`config.mk`:
```
export PLATFORM = sky130hd
export DESIGN_NAME = bitcell_array_ctrl_flat
export DESIGN_NICKNAME = d
export VERILOG_FILES = /design/src/rtl/bitcell_array_ctrl_pkg.sv /design/src/rtl/bitcell_array_ctrl_if.sv /design/src/rtl/bitcell_array_ctrl_row_decoder.sv /design/src/rtl/bitcell_array_ctrl.sv /design/src/flat_wrapper.sv
export SDC_FILE = /design/constraint.sdc
export NUM_CORES = 1
export LEC_CHECK = 0
export CORE_ASPECT_RATIO = 1.2
export CORE_MARGIN = 2
export CORE_UTILIZATION = 47
export DETAILED_ROUTE_END_ITERATION = 8
export PLACE_DENSITY = 0.91
export SYNTH_ARGS = -nofsm -noshare
export SYNTH_HDL_FRONTEND = slang
export SYNTH_SLANG_ARGS = --single-unit
```
`constraint.sdc`:
```
create_clock -name clk -period 4.1 [get_ports clk]
set_input_delay 0.82 -clock clk [delete_from_list [all_inputs] [get_ports clk]]
set_output_delay 0.82 -clock clk [all_outputs]
set_load 0.05 [all_outputs]
```
`src/rtl/bitcell_array_ctrl_pkg.sv`:
```
// Shared definitions for the bitcell array access controller.
package bitcell_array_ctrl_pkg;

    typedef enum logic [1:0] {
        IDLE   = 2'd0,
        ACCESS = 2'd1,
        RESP   = 2'd2
    } state_e;

    localparam logic RW_READ  = 1'b0;
    localparam logic RW_WRITE = 1'b1;

    // Wide enough for ACCESS_CYCLES up to 15.
    localparam int CNT_W = 4;

endpackage

```
`src/rtl/bitcell_array_ctrl_if.sv`:
```
// Host-side request/response handshake of the bitcell array controller.
interface bitcell_array_ctrl_if #(
    parameter int WIDTH  = 8,
    parameter int ADDR_W = 4
) ();
    logic              req_valid;
    logic              req_ready;
    logic              req_we;
    logic [ADDR_W-1:0] req_addr;
    logic [WIDTH-1:0]  req_wdata;
    logic              rsp_valid;
    logic              rsp_ready;
    logic [WIDTH-1:0]  rsp_rdata;
    logic              rsp_err;

    modport master (
        output req_valid, req_we, req_addr, req_wdata, rsp_ready,
        input  req_ready, rsp_valid, rsp_rdata, rsp_err
    );

    modport slave (
        input  req_valid, req_we, req_addr, req_wdata, rsp_ready,
        output req_ready, rsp_valid, rsp_rdata, rsp_err
    );
endinterface

```
`src/rtl/bitcell_array_ctrl_row_decoder.sv`:
```
// Row address to one-hot select decoder; all rows low when disabled.
module bitcell_array_ctrl_row_decoder #(
    parameter int DEPTH  = 16,
    parameter int ADDR_W = 4
) (
    input  logic              en,
    input  logic [ADDR_W-1:0] addr,
    output logic [DEPTH-1:0]  onehot
);

    // Addresses at or beyond DEPTH match no row.
    always_comb begin
        onehot = {DEPTH{1'b0}};
        for (int i = 0; i < DEPTH; i++) begin
            if (en && (addr == ADDR_W'(i))) begin
                onehot[i] = 1'b1;
            end else begin
                onehot[i] = 1'b0;
            end
        end
    end

endmodule

```
`src/rtl/bitcell_array_ctrl.sv`:
```
// Initiator for the bitcell array row interface: one word access per
// accepted request, with select held for ACCESS_CYCLES cycles.
module bitcell_array_ctrl
    import bitcell_array_ctrl_pkg::*;
#(
    parameter int WIDTH         = 8,
    parameter int DEPTH         = 16,
    parameter int ADDR_W        = 4,
    parameter int ACCESS_CYCLES = 2
) (
    input  logic                 clk,
    input  logic                 rst,
    bitcell_array_ctrl_if.slave  bus,
    output logic [DEPTH-1:0]     select,
    output logic                 RW,
    output logic [WIDTH-1:0]     input_bit,
    input  logic [WIDTH-1:0]     output_bit
);

    localparam logic [31:0]      DEPTH_U  = 32'(DEPTH);
    localparam logic [CNT_W-1:0] CNT_LOAD = CNT_W'(ACCESS_CYCLES - 1);

    state_e             state_r;
    logic [CNT_W-1:0]   cnt_r;
    logic               req_ready_r;
    logic               rsp_valid_r;
    logic [WIDTH-1:0]   rsp_rdata_r;
    logic               rsp_err_r;
    logic [DEPTH-1:0]   select_r;
    logic               rw_r;
    logic [WIDTH-1:0]   input_bit_r;

    logic               accept_s;
    logic               in_range_s;
    logic [DEPTH-1:0]   row_sel_s;

    assign accept_s   = (state_r == IDLE) && bus.req_valid && req_ready_r;
    assign in_range_s = (32'(bus.req_addr) < DEPTH_U);

    // The decoder is only enabled on the cycle that launches an array access.
    bitcell_array_ctrl_row_decoder #(
        .DEPTH  (DEPTH),
        .ADDR_W (ADDR_W)
    ) u_row_decoder (
        .en     (accept_s && in_range_s),
        .addr   (bus.req_addr),
        .onehot (row_sel_s)
    );

    // Access sequencer: all array and response outputs are registered here.
    always_ff @(posedge clk) begin
        if (rst) begin
            state_r     <= IDLE;
            cnt_r       <= {CNT_W{1'b0}};
            req_ready_r <= 1'b0;
            rsp_valid_r <= 1'b0;
            rsp_rdata_r <= {WIDTH{1'b0}};
            rsp_err_r   <= 1'b0;
            select_r    <= {DEPTH{1'b0}};
            rw_r        <= RW_READ;
            input_bit_r <= {WIDTH{1'b0}};
        end else begin
            case (state_r)
                IDLE: begin
                    req_ready_r <= 1'b1;
                    if (accept_s) begin
                        req_ready_r <= 1'b0;
                        if (in_range_s) begin
                            state_r     <= ACCESS;
                            select_r    <= row_sel_s;
                            rw_r        <= bus.req_we ? RW_WRITE : RW_READ;
                            input_bit_r <= bus.req_we ? bus.req_wdata : {WIDTH{1'b0}};
                            cnt_r       <= CNT_LOAD;
                        end else begin
                            state_r     <= RESP;
                            rsp_valid_r <= 1'b1;
                            rsp_err_r   <= 1'b1;
                            rsp_rdata_r <= {WIDTH{1'b0}};
                        end
                    end
                end
                ACCESS: begin
                    if (cnt_r == {CNT_W{1'b0}}) begin
                        rsp_rdata_r <= (rw_r == RW_WRITE) ? {WIDTH{1'b0}} : output_bit;
                        rsp_err_r   <= 1'b0;
                        rsp_valid_r <= 1'b1;
                        select_r    <= {DEPTH{1'b0}};
                        rw_r        <= RW_READ;
                        input_bit_r <= {WIDTH{1'b0}};
                        state_r     <= RESP;
                    end else begin
                        cnt_r <= cnt_r - {{(CNT_W-1){1'b0}}, 1'b1};
                    end
                end
                RESP: begin
                    if (bus.rsp_ready) begin
                        rsp_valid_r <= 1'b0;
                        rsp_rdata_r <= {WIDTH{1'b0}};
                        rsp_err_r   <= 1'b0;
                        req_ready_r <= 1'b1;
                        state_r     <= IDLE;
                    end
                end
                default: begin
                    state_r     <= IDLE;
                    req_ready_r <= 1'b0;
                    rsp_valid_r <= 1'b0;
                    rsp_rdata_r <= {WIDTH{1'b0}};
                    rsp_err_r   <= 1'b0;
                    select_r    <= {DEPTH{1'b0}};
                    rw_r        <= RW_READ;
                    input_bit_r <= {WIDTH{1'b0}};
                end
            endcase
        end
    end

    assign bus.req_ready = req_ready_r;
    assign bus.rsp_valid = rsp_valid_r;
    assign bus.rsp_rdata = rsp_rdata_r;
    assign bus.rsp_err   = rsp_err_r;
    assign select        = select_r;
    assign RW            = rw_r;
    assign input_bit     = input_bit_r;

endmodule

```
`src/flat_wrapper.sv`:
```
// flat-port wrapper written by rule: the top's interface ports become plain ports
module bitcell_array_ctrl_flat import bitcell_array_ctrl_pkg::*;
#(
    parameter int WIDTH         = 8,
    parameter int DEPTH         = 16,
    parameter int ADDR_W        = 4,
    parameter int ACCESS_CYCLES = 2
)
  (clk, rst, select, RW, input_bit, output_bit, bus_req_valid, bus_req_we, bus_req_addr, bus_req_wdata, bus_rsp_ready, bus_req_ready, bus_rsp_valid, bus_rsp_rdata, bus_rsp_err);
  bitcell_array_ctrl_if #(.WIDTH(WIDTH), .ADDR_W(ADDR_W)) bus_i ();
  input  logic clk;
  input  logic rst;
  output logic [DEPTH-1:0] select;
  output logic RW;
  output logic [WIDTH-1:0] input_bit;
  input  logic [WIDTH-1:0] output_bit;
  input wire logic [$bits(bus_i.req_valid)-1:0] bus_req_valid;
  input wire logic [$bits(bus_i.req_we)-1:0] bus_req_we;
  input wire logic [$bits(bus_i.req_addr)-1:0] bus_req_addr;
  input wire logic [$bits(bus_i.req_wdata)-1:0] bus_req_wdata;
  input wire logic [$bits(bus_i.rsp_ready)-1:0] bus_rsp_ready;
  output wire logic [$bits(bus_i.req_ready)-1:0] bus_req_ready;
  output wire logic [$bits(bus_i.rsp_valid)-1:0] bus_rsp_valid;
  output wire logic [$bits(bus_i.rsp_rdata)-1:0] bus_rsp_rdata;
  output wire logic [$bits(bus_i.rsp_err)-1:0] bus_rsp_err;
  assign bus_i.req_valid = bus_req_valid;
  assign bus_i.req_we = bus_req_we;
  assign bus_i.req_addr = bus_req_addr;
  assign bus_i.req_wdata = bus_req_wdata;
  assign bus_i.rsp_ready = bus_rsp_ready;
  assign bus_req_ready = bus_i.req_ready;
  assign bus_rsp_valid = bus_i.rsp_valid;
  assign bus_rsp_rdata = bus_i.rsp_rdata;
  assign bus_rsp_err = bus_i.rsp_err;
  bitcell_array_ctrl #(.WIDTH(WIDTH), .DEPTH(DEPTH), .ADDR_W(ADDR_W), .ACCESS_CYCLES(ACCESS_CYCLES)) u_core (.clk(clk), .rst(rst), .bus(bus_i), .select(select), .RW(RW), .input_bit(input_bit), .output_bit(output_bit));
endmodule
```
==> results of run 1 <==
-- power by group --
part           internal [W]  leakage (nW)  total, W  switching [W]
clock network      0.000198        0.0574  0.000335       0.000137
registers          0.000410         0.332  0.000419     0.00000915
logic             0.0000599         0.455  0.000146      0.0000859
total              0.000668         0.844  0.000901       0.000233
-- cell families (layout without fill, tap and decap cells) --
family / count (synthesis) / count (layout)
compound gates: 47 / 47
flops: 41 / 41
simple gates: 40 / 40
buf+inv: 24 / 81
fa+ha+maj: 2 / 2
other cells: 1 / 1
-- synthesized netlist by cell type, types with 2 or more instances --
cell,number
buf_4,3
inv_1,13
nor3b_2,2
a22o_1,24
o211ai_1,3
nor2_1,3
ha_1,2
or3_1,5
clkbuf_1,4
a21oi_1,8
dfxtp_1,41
nor3_1,3
nor4b_1,2
or4_1,2
nor3b_1,4
o32ai_1,8
nand2b_1,9
buf_2,3
-- layout make-up --
type,instances,area (um^2),share of cell area [%]
Clock buffer,6,82.6,3.54
Clock inverter,2,37.5,1.61
Inverter,13,48.8,2.09
Multi-Input combinational cell,90,699,30.0
Sequential cell,41,821,35.2
Tap cell,37,46.3,1.98
Timing Repair Buffer,60,598,25.6
-- flip-flops by register name (all words and copies together) (netlist names) --
name	flops
u_core.RW	1
u_core.bus.req_ready	1
u_core.bus.rsp_rdata	8
u_core.bus.rsp_valid	1
u_core.cnt_r	4
u_core.input_bit	8
u_core.select	16
u_core.state_r	2
-- worst paths after layout --
check / start / endpoint / slack (ns) / cells after the start
worst max-delay path: rst / u_core.select[6]$_SDFFE_PP0P_ / 1.57 / 4
worst min-delay path: u_core.bus.rsp_rdata[0]$_SDFFE_PP0P_ / u_core.bus.rsp_rdata[0]$_SDFFE_PP0P_ / 0.48 / 2
worst max register to register: u_core.cnt_r[0]$_SDFFE_PP0P_ / u_core.select[6]$_SDFFE_PP0P_ / 2.14 / 5
worst min register to register: u_core.bus.rsp_rdata[0]$_SDFFE_PP0P_ / u_core.bus.rsp_rdata[0]$_SDFFE_PP0P_ / 0.48 / 2
-- metal layers --
metal	global-route usage [%]	share of wire [%]
met1	24.5	41
met3	5.29	6.1
met4	8.43	1.9
met5	0	0
met2	33.2	51
-- per-stage QoR --
| stage | setup WS (ns) | hold WS (ns) | instances | cell area (um^2) |
|---|---|---|---|---|
| after floorplan | 2.26 | 0.477 | 155 | 1630 |
| after global placement | 1.33 | 0.460 | 241 | 2210 |
| after detailed placement | 1.28 | 0.464 | 241 | 2210 |
| after CTS | 1.59 | 0.476 | 249 | 2330 |
| after global routing | 1.43 | 0.492 | 249 | 2330 |
| final | 1.57 | 0.475 | 249 | 2330 |
-- worst max-delay path, stage by stage --
cell and delay (ns):
clkdlybuf4s50_1 0.73, or2_2 0.46, o32ai_4 0.48, a22o_1 0.27
==> run_results.csv, run 1 <==
group,metric,value,unit
status,run_status,"complete, no violations",
power_and_ir_drop,total_power,0.000901,W
synth,synth_compound_area_share,24.1,%
global_route,grt-ovfl-total,0,
global_route,grt_use_total,20.0,%
synth,synth_top_area_share,50.5,%
floorplan,initial_core_util,48.7,%
synth,syn-num-nets,182,
floorplan,core_region_area,3340,um^2
synth,synth-xor-area-share,0,%
critical_path,crit_fanout,24,
synth,ys_ff_latch,41,
timing,max_freq,0.396,GHz
synth,synth_area,1630,um^2
detailed_routing,viasPerCell,5.69,
synth,synth_fa_ha_area_share,1.54,%
detailed_routing,vias,1417,
synth,synth_cells,155,
clock_tree,postCtsSetupBuffers,0,
clock_tree,cts_root_buf,"clkbuf_8",
min_path,hold_class,"flip-flop to flip-flop",
clock_tree,cts_tree,"yes",
synth,synth_top_cell_by_area,"dfxtp_1",
placement,portBuffers,59,
timing,fin_crit_sh,61.6,%
detailed_routing,drc,0,
detailed_routing,drt_iter0_markers,58,
synth,yosys_warnings,0,
synth,async_reset_ff_share,0,%
final_layout,area_growth,43.5,%
timing,worst_pin_slew,0.895,ns
synth,synthFlopType,"dfxtp_1",
final_layout,finalNetCount,238,
clock_tree,cts_buffers,5,
critical_path,worst_setup_path_start_kind,"input pin",
clock_tree,clock_path_buffers,2,
floorplan,io_pins,61,
final_layout,fin_util,69.9,%
global_route,grt_max_degree,25,
power_and_ir_drop,power_density,386,nW/um^2
critical_path,critical_path_required,4.34,ns
run,maxCapViolations,0,
detailed_routing,drtAntennaViolNets,0,
final_layout,antennaDiodeCount,0,
power_and_ir_drop,p_leak,0.844,nW
final_layout,layout_common_cells,"clkdlybuf4s50_1, dfxtp_1, a22o_1",
synth,synth_edf_count,0,
floorplan,fp.dieH,68.4,um
clock_tree,cts-resized-gates,0,
global_route,grt_pass1_vias,1312,
timing,rsz0062_at_grt,"no",
placement,gp_congestion,0.820,
timing,finalSetupTns,0,ns
detailed_routing,drtPass1Iterations,4,
synth,ys_types,34,
power_and_ir_drop,vdd_drop_max,0.348,mV
critical_path,critPathCaptureType,"flip-flop",
clock_tree,htreeDepth,2,
floorplan,rows,23,
timing,worst_clock_skew,0.00600,ns
critical_path,cp_data_arrival_time,2.77,ns
final_layout,layout-drive-gt1-share,6.60,%
floorplan,die_area,3950,um^2
final_layout,fill_cells,243,
clock_tree,clkLatencyLatePin,0.30,ns
synth,synthMuxAreaShare,0,%
timing,final_max_slew_viol_count,0,
global_route,grt_antenna_before_repair,0,
critical_path,crit_type,"input pin to flip-flop",
timing,maxSlewHeadroom,40.4,%
clock_tree,cts.sinks,41,
floorplan,die_w,57.7,um
clock_tree,clk_pin_slew,0.08,ns
placement,dpl.hpwl,2680,um
timing,finalHoldViolations,0,
synth,synth.area.top_cells,"dfxtp_1, a22o_1, o32ai_1, nand2b_1, inv_1",
final_layout,layout_commonest_cell,"clkdlybuf4s50_1",
timing,setup_viol,0,
timing,min_period,2.53,ns
detailed_routing,wl,3950,um
detailed_routing,wl_per_cell,15.9,um
synth,yosysSeqAreaShare,50.5,%
clock_tree,cts-hold-fix-buffers,0,
synth,synth_top_family_by_area,"compound AO/OA/AOI/OAI gates",
synth,avgSynthCellArea,10.5,um^2
global_route,grt_pass1_wl,6070,um
synth,synth_simple_gate_area_share,17.2,%
Power figures use the tool's default switching activity.
==> run 2, diff against run 1 <==
- CORE_UTILIZATION: 47 -> 39
- PLACE_DENSITY: 0.91 -> 0.82
- clock period: 4.1 -> 2.3 ns (I/O delays scaled with it)
==> run 2 against run 1 <==
Net effect: via count decreased by 0.28%; hold slack worse by 0.0014 ns; clock power grew 110%; die area is 19% higher; sequential power is 78% higher; core utilization down 9.1 points; highest routed layer unchanged; register-to-register slack worse by 1.8 ns; final area grew 3.6%; clock skew fell by 0.00079 ns; first-iteration DRC count grew 24%; combinational power grew 82%.
==> run_results.csv, run 2 (synthesis results as in run 1) <==
group,metric,value,unit
status,run_status,"complete, no violations",
timing,finalSetupTns,0,ns
timing,maxSlewHeadroom,39.6,%
timing,setup_viol,0,
floorplan,initial_core_util,40.9,%
clock_tree,clkLatencyLatePin,0.29,ns
clock_tree,cts-hold-fix-buffers,0,
final_layout,largest_reg_flops,16,
power_and_ir_drop,power_frac_comb,15.5,%
global_route,grt_use_total,16.8,%
timing,final_max_slew_viol_count,0,
critical_path,worst_setup_path_start_kind,"flip-flop",
critical_path,cp_data_arrival_time,1.51,ns
floorplan,fp.dieH,74.7,um
final_layout,layout-drive-gt1-share,9.17,%
detailed_routing,wl,3910,um
global_route,grt_max_degree,25,
power_and_ir_drop,vdd_drop_max,0.474,mV
clock_tree,htreeDepth,2,
power_and_ir_drop,p_leak,0.886,nW
critical_path,reg2regPathDepth,5,
power_and_ir_drop,p_sw_share,24.8,%
detailed_routing,drc,0,
timing,rsz0062_at_grt,"no",
critical_path,crit_fanout,6,
floorplan,die_w,63.0,um
critical_path,cpPeakStageDelay,0.83,ns
power_and_ir_drop,pwr-share-seq,43.8,%
critical_path,rr_startpoint,"u_core.cnt_r[1]$_SDFFE_PP0P_",
run,maxCapViolations,0,
clock_tree,cts_root_buf,"clkbuf_8",
clock_tree,clk_pin_slew,0.08,ns
final_layout,layout_common_cells,"clkdlybuf4s50_1, dfxtp_1, a22o_1",
detailed_routing,drt_iter0_markers,72,
final_layout,layout_commonest_cell,"clkdlybuf4s50_1",
clock_tree,cts_buffers,5,
critical_path,cpMaxStageDelayCell,"clkdlybuf4s50_1",
floorplan,core_region_area,3970,um^2
global_route,grt_pass1_vias,1308,
floorplan,die_area,4710,um^2
clock_tree,postCtsSetupBuffers,0,
critical_path,ff2ff_setup_slack,0.35,ns
clock_tree,cts-resized-gates,0,
detailed_routing,viasPerCell,5.19,
global_route,grt-ovfl-total,0,
timing,fin_crit_sh,85.8,%
clock_tree,cts.sinks,41,
detailed_routing,drtPass1Iterations,4,
floorplan,rows,25,
global_route,grt_antenna_before_repair,0,
power_and_ir_drop,switchingPower,0.000423,W
final_layout,area_growth,48.6,%
timing,worst_clock_skew,0.00521,ns
critical_path,crit_type,"flip-flop to primary output",
detailed_routing,wl_per_cell,14.4,um
placement,portBuffers,59,
final_layout,antennaDiodeCount,0,
floorplan,io_pins,61,
power_and_ir_drop,p_int,0.00128,W
power_and_ir_drop,power_density,705,nW/um^2
detailed_routing,drtAntennaViolNets,0,
placement,gp_congestion,0.753,
timing,worst_pin_slew,0.906,ns
timing,finalHoldViolations,0,
timing,max_freq,0.507,GHz
min_path,hold_end,"u_core.bus.rsp_rdata[7]$_SDFFE_PP0P_",
global_route,grt_pass1_wl,6170,um
placement,dpl.hpwl,2780,um
critical_path,critPathCaptureType,"primary output",
clock_tree,clock_path_buffers,2,
clock_tree,cts_tree,"yes",
critical_path,rr_endpoint,"u_core.input_bit[5]$_SDFFE_PP0P_",
critical_path,cp_top_family,"buffers and inverters",
power_and_ir_drop,p_clk_share,40.6,%
final_layout,fin_util,60.9,%
critical_path,critical_path_required,1.84,ns
min_path,hp-start,"u_core.bus.rsp_rdata[7]$_SDFFE_PP0P_",
final_layout,finalNetCount,244,
min_path,hold_depth,2,
detailed_routing,vias,1413,
min_path,hold_class,"flip-flop to flip-flop",
critical_path,path_cells,"clkdlybuf4s50_1",
critical_path,cp.buffers_inverters,1,
timing,min_period,1.97,ns
## run 2: changes by cell type in the layout (fill, tap and decap cells not counted)
cell,delta
buf_4,+6
bufinv_16,+1
clkbuf_8,-1
clkinvlp_4,-1
inv_6,+1
## run 2: worst max path at each step
| stage | from | to | cells after the start | slack (ns) |
|---|---|---|---|---|
| 3_3_place_gp | rst | u_core.select[9]$_SDFFE_PP0P_ | 3 | 0.20 |
| 3_5_place_dp | rst | u_core.input_bit[5]$_SDFFE_PP0P_ | 3 | 0.17 |
| 2_1_floorplan | u_core.bus.req_ready$_SDFFE_PP0P_ | u_core.select[5]$_SDFFE_PP0P_ | 4 | 0.71 |
| 5_1_grt | u_core.cnt_r[0]$_SDFFE_PP0P_ | u_core.input_bit[5]$_SDFFE_PP0P_ | 5 | 0.24 |
| 4_1_cts | u_core.bus.req_ready$_SDFFE_PP0P_ | bus_req_ready | 1 | 0.31 |
| 6_report | u_core.bus.req_ready$_SDFFE_PP0P_ | bus_req_ready | 1 | 0.33 |
## run 2: power by group through the flow
stage	logic [W]	clock network (W)	registers (W)
after CTS	0.000265	0.000705	0.000748
after floorplan	0.000110	0	0.000819
final	0.000265	0.000692	0.000747
after global routing	0.000283	0.000739	0.000751
after global placement	0.000261	0	0.000763
after detailed placement	0.000263	0	0.000764
## run 2: metrics by stage
step | total power, W | hold slack [ns] | setup WS [ns] | cell area, um^2 | cells
after floorplan | 0.000928 | 0.477 | 0.713 | 1630 | 155
after global placement | 0.00102 | 0.460 | 0.201 | 2280 | 264
after detailed placement | 0.00103 | 0.461 | 0.175 | 2280 | 264
after CTS | 0.00172 | 0.474 | 0.309 | 2420 | 272
after global routing | 0.00177 | 0.505 | 0.236 | 2420 | 272
final | 0.00170 | 0.474 | 0.327 | 2420 | 272
## run 2: cell type report
type | instances | area (um^2)
Clock inverter | 3 | 68.8
Fill cell | 332 | 1560
Multi-Input combinational cell | 90 | 699
Inverter | 13 | 48.8
Tap cell | 54 | 67.6
Timing Repair Buffer | 66 | 643
Sequential cell | 41 | 821
Clock buffer | 5 | 68.8
## run 2: metal layers
layer | wire length [um] | part of all wire, % | up-vias | GRT usage, %
met5 | 0 | 0 | - | 0
met2 | 1980 | 51 | 45 | 29.3
met3 | 197 | 5.0 | 4 | 4.93
met1 | 1680 | 43 | 671 | 20.1
li1 | - | - | 693 | -
met4 | 46 | 1.2 | 0 | 5.93
==> run 3, diff against run 2 <==
- CTS_CLUSTER_SIZE: not set -> 24
==> results of run 3 <==
The final DEF is identical to that of run 2; final timing and power are the same.
